`config.mk`:
```
export PLATFORM = sky130hd
export DESIGN_NAME = ahb_slave_if
export DESIGN_NICKNAME = d
export VERILOG_FILES = /design/src/rtl/ahb_pkg.sv /design/src/rtl/ahb_size_decode.sv /design/src/rtl/ahb_slave_if.sv
export SDC_FILE = /design/constraint.sdc
export NUM_CORES = 1
export LEC_CHECK = 0
export ABC_AREA = 1
export CAP_MARGIN = 20
export CORE_MARGIN = 8
export CORE_UTILIZATION = 33
export DETAILED_ROUTE_END_ITERATION = 8
export HOLD_SLACK_MARGIN = 0.02
export PLACE_DENSITY = 0.77
export SLEW_MARGIN = 10
export SYNTH_ARGS = -nofsm -noshare
export SYNTH_HDL_FRONTEND = slang
export SYNTH_SLANG_ARGS = --single-unit
```
`constraint.sdc`:
```
create_clock -name HCLK -period 1.35 [get_ports HCLK]
set_clock_uncertainty 0.2 [all_clocks]
set_input_delay 0.405 -clock HCLK [delete_from_list [all_inputs] [get_ports HCLK]]
set_output_delay 0.405 -clock HCLK [all_outputs]
set_load 0.005 [all_outputs]
```
`src/rtl/ahb_pkg.sv`:
```
// Shared AHB-Lite definitions for the slave interface slice.
// Holds HTRANS / HSIZE / HRESP encodings and the slave FSM state type.
package ahb_pkg;

  // HTRANS encodings
  localparam logic [1:0] HTRANS_IDLE   = 2'd0;
  localparam logic [1:0] HTRANS_BUSY   = 2'd1;
  localparam logic [1:0] HTRANS_NONSEQ = 2'd2;
  localparam logic [1:0] HTRANS_SEQ    = 2'd3;

  // HSIZE encodings (larger sizes are not supported by this slave)
  localparam logic [2:0] HSIZE_BYTE = 3'd0;
  localparam logic [2:0] HSIZE_HALF = 3'd1;
  localparam logic [2:0] HSIZE_WORD = 3'd2;

  // HRESP encodings
  localparam logic HRESP_OKAY  = 1'b0;
  localparam logic HRESP_ERROR = 1'b1;

  // Slave FSM states
  typedef enum logic [2:0] {
    ST_IDLE,
    ST_ACCESS,
    ST_DONE,
    ST_ERR1,
    ST_ERR2
  } state_t;

endpackage

```
`src/rtl/ahb_size_decode.sv`:
```
// Combinational transfer-size decoder.
// Ports:
//   hsize    - AHB HSIZE of the address phase
//   haddr_lo - HADDR[1:0] of the address phase
//   strb     - byte-lane enables for the backend (0 for unsupported sizes)
//   illegal  - size > word, or address misaligned for the size
module ahb_size_decode
  import ahb_pkg::*;
(
  input  logic [2:0] hsize,
  input  logic [1:0] haddr_lo,
  output logic [3:0] strb,
  output logic       illegal
);

  always_comb begin
    strb    = '0;
    illegal = 1'b0;
    case (hsize)
      HSIZE_BYTE: strb = 4'b0001 << haddr_lo;
      HSIZE_HALF: begin
        strb    = haddr_lo[1] ? 4'b1100 : 4'b0011;
        illegal = haddr_lo[0];
      end
      HSIZE_WORD: begin
        strb    = 4'b1111;
        illegal = |haddr_lo;
      end
      default: illegal = 1'b1;
    endcase
  end

endmodule

```
`src/rtl/ahb_slave_if.sv`:
```
// AHB-Lite slave front end bridging to a simple req/ack backend.
// Parameters:
//   TIMEOUT - max ACCESS cycles without bus_ack before an ERROR response (1..255)
//   ADDR_W  - width of bus_addr
// Ports:
//   HCLK, HRESETn                 - clock, async active-low reset
//   HSEL..HWDATA                  - AHB-Lite slave inputs
//   HREADYOUT, HRESP, HRDATA      - AHB-Lite slave outputs
//   bus_req..bus_strb             - backend request (held while bus_req=1)
//   bus_ack, bus_err, bus_rdata   - backend response, sampled only in ACCESS
module ahb_slave_if
  import ahb_pkg::*;
#(
  parameter int unsigned TIMEOUT = 255,
  parameter int unsigned ADDR_W  = 16
) (
  input  logic              HCLK,
  input  logic              HRESETn,
  input  logic              HSEL,
  input  logic              HREADY,
  input  logic [1:0]        HTRANS,
  input  logic [2:0]        HSIZE,
  input  logic              HWRITE,
  input  logic [31:0]       HADDR,
  input  logic [31:0]       HWDATA,
  output logic              HREADYOUT,
  output logic              HRESP,
  output logic [31:0]       HRDATA,
  output logic              bus_req,
  output logic              bus_write,
  output logic [ADDR_W-1:0] bus_addr,
  output logic [31:0]       bus_wdata,
  output logic [3:0]        bus_strb,
  input  logic              bus_ack,
  input  logic              bus_err,
  input  logic [31:0]       bus_rdata
);

  state_t     state;
  state_t     state_nx;
  logic [7:0] wait_cnt;
  logic       accept;
  logic       addr_phase_ok;
  logic       timeout_hit;
  logic [3:0] dec_strb;
  logic       dec_illegal;

  assign accept        = HSEL & HREADY & HTRANS[1];
  assign addr_phase_ok = (state == ST_IDLE) || (state == ST_DONE);
  assign timeout_hit   = (wait_cnt == 8'(TIMEOUT - 1));
  assign bus_wdata     = HWDATA;

  ahb_size_decode u_size_decode (
    .hsize    (HSIZE),
    .haddr_lo (HADDR[1:0]),
    .strb     (dec_strb),
    .illegal  (dec_illegal)
  );

  always_ff @(posedge HCLK or negedge HRESETn) begin
    if (!HRESETn) state <= ST_IDLE;
    else          state <= state_nx;
  end

  always_comb begin
    state_nx  = state;
    HREADYOUT = 1'b1;
    HRESP     = HRESP_OKAY;
    bus_req   = 1'b0;
    case (state)
      ST_IDLE, ST_DONE: begin
        if (accept) state_nx = dec_illegal ? ST_ERR1 : ST_ACCESS;
        else        state_nx = ST_IDLE;
      end
      ST_ACCESS: begin
        bus_req   = 1'b1;
        HREADYOUT = 1'b0;
        // ack wins over a timeout landing in the same cycle
        if (bus_ack)          state_nx = bus_err ? ST_ERR1 : ST_DONE;
        else if (timeout_hit) state_nx = ST_ERR1;
      end
      ST_ERR1: begin
        HREADYOUT = 1'b0;
        HRESP     = HRESP_ERROR;
        state_nx  = ST_ERR2;
      end
      ST_ERR2: begin
        HRESP    = HRESP_ERROR;
        state_nx = ST_IDLE;
      end
      default: state_nx = ST_IDLE;
    endcase
  end

  always_ff @(posedge HCLK or negedge HRESETn) begin
    if (!HRESETn) begin
      wait_cnt  <= '0;
      bus_write <= 1'b0;
      bus_addr  <= '0;
      bus_strb  <= '0;
      HRDATA    <= '0;
    end else begin
      // held at zero outside ACCESS, so every ACCESS entry starts from zero
      if (state != ST_ACCESS) wait_cnt <= '0;
      else if (!bus_ack)      wait_cnt <= wait_cnt + 8'd1;

      if (addr_phase_ok && accept) begin
        bus_write <= HWRITE;
        bus_addr  <= {HADDR[ADDR_W-1:2], 2'b00};
        bus_strb  <= dec_strb;
      end

      if (state == ST_ACCESS && bus_ack && !bus_err) HRDATA <= bus_rdata;
    end
  end

  // HTRANS[0] and HADDR bits above ADDR_W carry no meaning for this slave
  logic unused_bits;
  if (ADDR_W < 32) begin : g_unused_hi
    assign unused_bits = ^{HTRANS[0], HADDR[31:ADDR_W]};
  end else begin : g_unused_lo
    assign unused_bits = HTRANS[0];
  end

endmodule

```
==> flow_summary.toml <==
[run_status]
status = "complete, but fails checks"
violations = "negative setup slack"

[timing]
setup_viol = 115
finalHoldViolations = 0
period_share = 1.30
holdWs_ns = 0.275
fin_setup_tns_ns = -22.44
fmax_mhz = 568
min_period_ns = 1.76
worst_slack_ns = -0.410
rsz0062_at_grt = "true"
final-max-slew-violation-count = 0

[pwr]
power.switching_uw = 2910
comb_power_share = 0.491
p_seq_frac = 0.335
p_per_area_mw_per_mm2 = 1560
power_uw = 8460
vdd_drop_max_mv = 0.642
swShare = 0.344
leakage_uw = 0.00269
power_frac_clock = 0.173
p_int_uw = 5550

[grt]
grt_use_total = 0.169
grt_start_max_net_pins = 34
antenna_found_initial = 0
grt_pass1_wl_um = 16900
grt-ovfl-total = 0
grt_pass1_vias = 3192

[synth]
synth.area.top_cells = "dfrtp_1 51%, nand2_1 17%, buf_4 8.7%"
syn_area_per_cell_sq_um = 8.51
ys_seq_area_frac = 0.515
synth_flop_cell = "dfrtp_1"
yosysUniqueCellTypes = 22
synth_area_leader_cell = "dfrtp_1"
ys_seq_elements = 62
syn-instance-count = 354
yosys-top-cells-count = "140 x nand2_1, 62 x dfrtp_1, 35 x buf_4"
ys_warn_count = 0
synth_top_area_share = 0.515
ys_async_sr_fraction = 1.00
synth_edf_count = 0
synthesis.area_sq_mm = 0.00301
synth_most_common_cell = "nand2_1"

[routing]
dr_total_vias = 3048
drt-total-wl_um = 11100
drt-pass1-iter-count = 4
drt_iter0_drc = 123
detail-route-antenna-nets = 0
vias_per_cell = 4.74
drc_errors = 0
wl_per_cell_um = 17.3

[setup_path]
path_max_fanout = 3
rrSetupSlack_ns = -0.33
start_kind = "flip-flop"
cp.arrival_ns = 1.15
end_kind = "output pin"
cp_data_required_time_ns = 0.75
path_class = "reg -> out"

[floorplan]
die-area_sq_mm = 0.0124
initial_utilization = 0.333
io_pins = 196
die_w_um = 112
row_count = 35
chipHeight_um = 112
core_area_sq_mm = 0.00906

[finish]
num_antenna_cells = 0
final_util = 0.597
multiInputGateArea_sq_mm = 0.00144
areaGrowthSynthToFinish_pct = 79.4
drive_gt1_frac = 0.496
seq_area_sq_mm = 0.00155
layout.nets = 637
fill_cells = 756

[placement]
gp_congestion = 0.786
pre_cts_slack_ns = -0.502
portBuffers = 112
dp_hpwl_um = 6360

[clocking]
clockBufferDepth = 2
insertion_delay_ns = 0.33
cts_tree = "done"
clk_pin_slew_ns = 0.08
numCtsBuffers = 9
clkSinkCount = 62
htree_levels = 3
root_buffer = "clkbuf_8"

[job]
drv_cap = 0

[worst_hold_path]
min-delay-path-class = "in -> async"
-- logic make-up after synthesis --
group | after synthesis | share of synthesized area
AND/OR/NAND/NOR | 208 | 0.306
buffers and inverters | 67 | 0.143
flip-flops | 62 | 0.515
AO/OA/AOI/OAI | 14 | 0.0266
adder cells (fa/ha/maj) | 2 | 0.00830
other | 1 | 0.00124
-- flip-flops by register name (all words and copies together), names as in the netlist --
register,count
HRDATA,32
bus_addr,14
bus_strb,4
bus_write,1
state,3
wait_cnt,8
-- per-stage QoR --
stage / cells / instance area, sq um
after floorplan: 355 / 3020
after global placement: 562 / 4220
after detailed placement: 562 / 4220
after CTS: 630 / 5050
after global routing: 643 / 5410
final: 643 / 5410
-- path summary, 6_finish.rpt --
path	startpoint	end	cells after the start
max	state[2]$_DFFE_PN0P_	bus_req	4
min	HRESETn	HRDATA[2]$_DFFE_PN0P_	2
max reg2reg	state[2]$_DFFE_PN0P_	bus_addr[14]$_DFFE_PN0P_	9
min reg2reg	bus_addr[5]$_DFFE_PN0P_	bus_addr[5]$_DFFE_PN0P_	2
max in group asynchronous	HRESETn	bus_strb[1]$_DFFE_PN0P_	3
min in group HCLK	bus_addr[5]$_DFFE_PN0P_	bus_addr[5]$_DFFE_PN0P_	2
-- per-layer routing --
metal / routed length [um] / global-route usage
met1: 4240 / 0.187
met2: 5970 / 0.301
met3: 638 / 0.0471
met4: 286 / 0.0656
met5: 0 / 0
-- layout by cell type (no fill, tap or decap), types with 3 or more instances in the layout --
| master | synthesis | routed |
|---|---|---|
| buf_6 | 1 | 11 |
| clkdlybuf4s50_1 | 0 | 55 |
| o21ai_1 | 1 | 3 |
| a21oi_2 | 0 | 4 |
| nor2_4 | 2 | 5 |
| nand3_2 | 10 | 15 |
| inv_2 | 3 | 4 |
| buf_12 | 1 | 13 |
| clkbuf_8 | 0 | 9 |
| dfrtp_1 | 62 | 62 |
| clkinv_4 | 0 | 3 |
| nand4_1 | 5 | 5 |
| nor2_2 | 0 | 3 |
| buf_16 | 0 | 9 |
| nand2_1 | 140 | 84 |
| nor2_1 | 12 | 6 |
| nand3_1 | 33 | 27 |
| inv_1 | 16 | 13 |
| nand2_4 | 0 | 30 |
| buf_4 | 35 | 61 |
| nand2_2 | 3 | 28 |
| buf_2 | 10 | 53 |
| a21oi_1 | 8 | 4 |
-- worst max-delay path: stages, from the launching register on --
cell     delay, ns
dfrtp_1       0.40
inv_2         0.09
nand2_4       0.06
nor2_4        0.15
buf_6         0.12
-- layout make-up --
type / count / area share
Clock buffer: 9 / 0.0229
Clock inverter: 7 / 0.00949
Inverter: 19 / 0.0146
Multi-Input combinational cell: 226 / 0.267
Sequential cell: 62 / 0.287
Tap cell: 111 / 0.0257
Timing Repair Buffer: 209 / 0.374
-- power by group through the flow --
stage / clock [uW] / sequential [uW] / combinational (uW)
final: 1460 / 2840 / 4160
after global routing: 1590 / 2900 / 4480
after CTS: 1510 / 2820 / 3430
after detailed placement: 0 / 2870 / 2830
after global placement: 0 / 2840 / 2750
after floorplan: 0 / 2890 / 894
-- repair_timing --
item / in CTS / in global routing
buffers inserted: 42 / 17
gates resized for setup: 299 / 78
gates cloned: 13 / 1
hold endpoints to repair: 13 / 0
pin swaps: 9 / 11
hold buffers: 1 / 0
setup endpoints to repair: 115 / 115
Power figures use the tool's default switching activity.
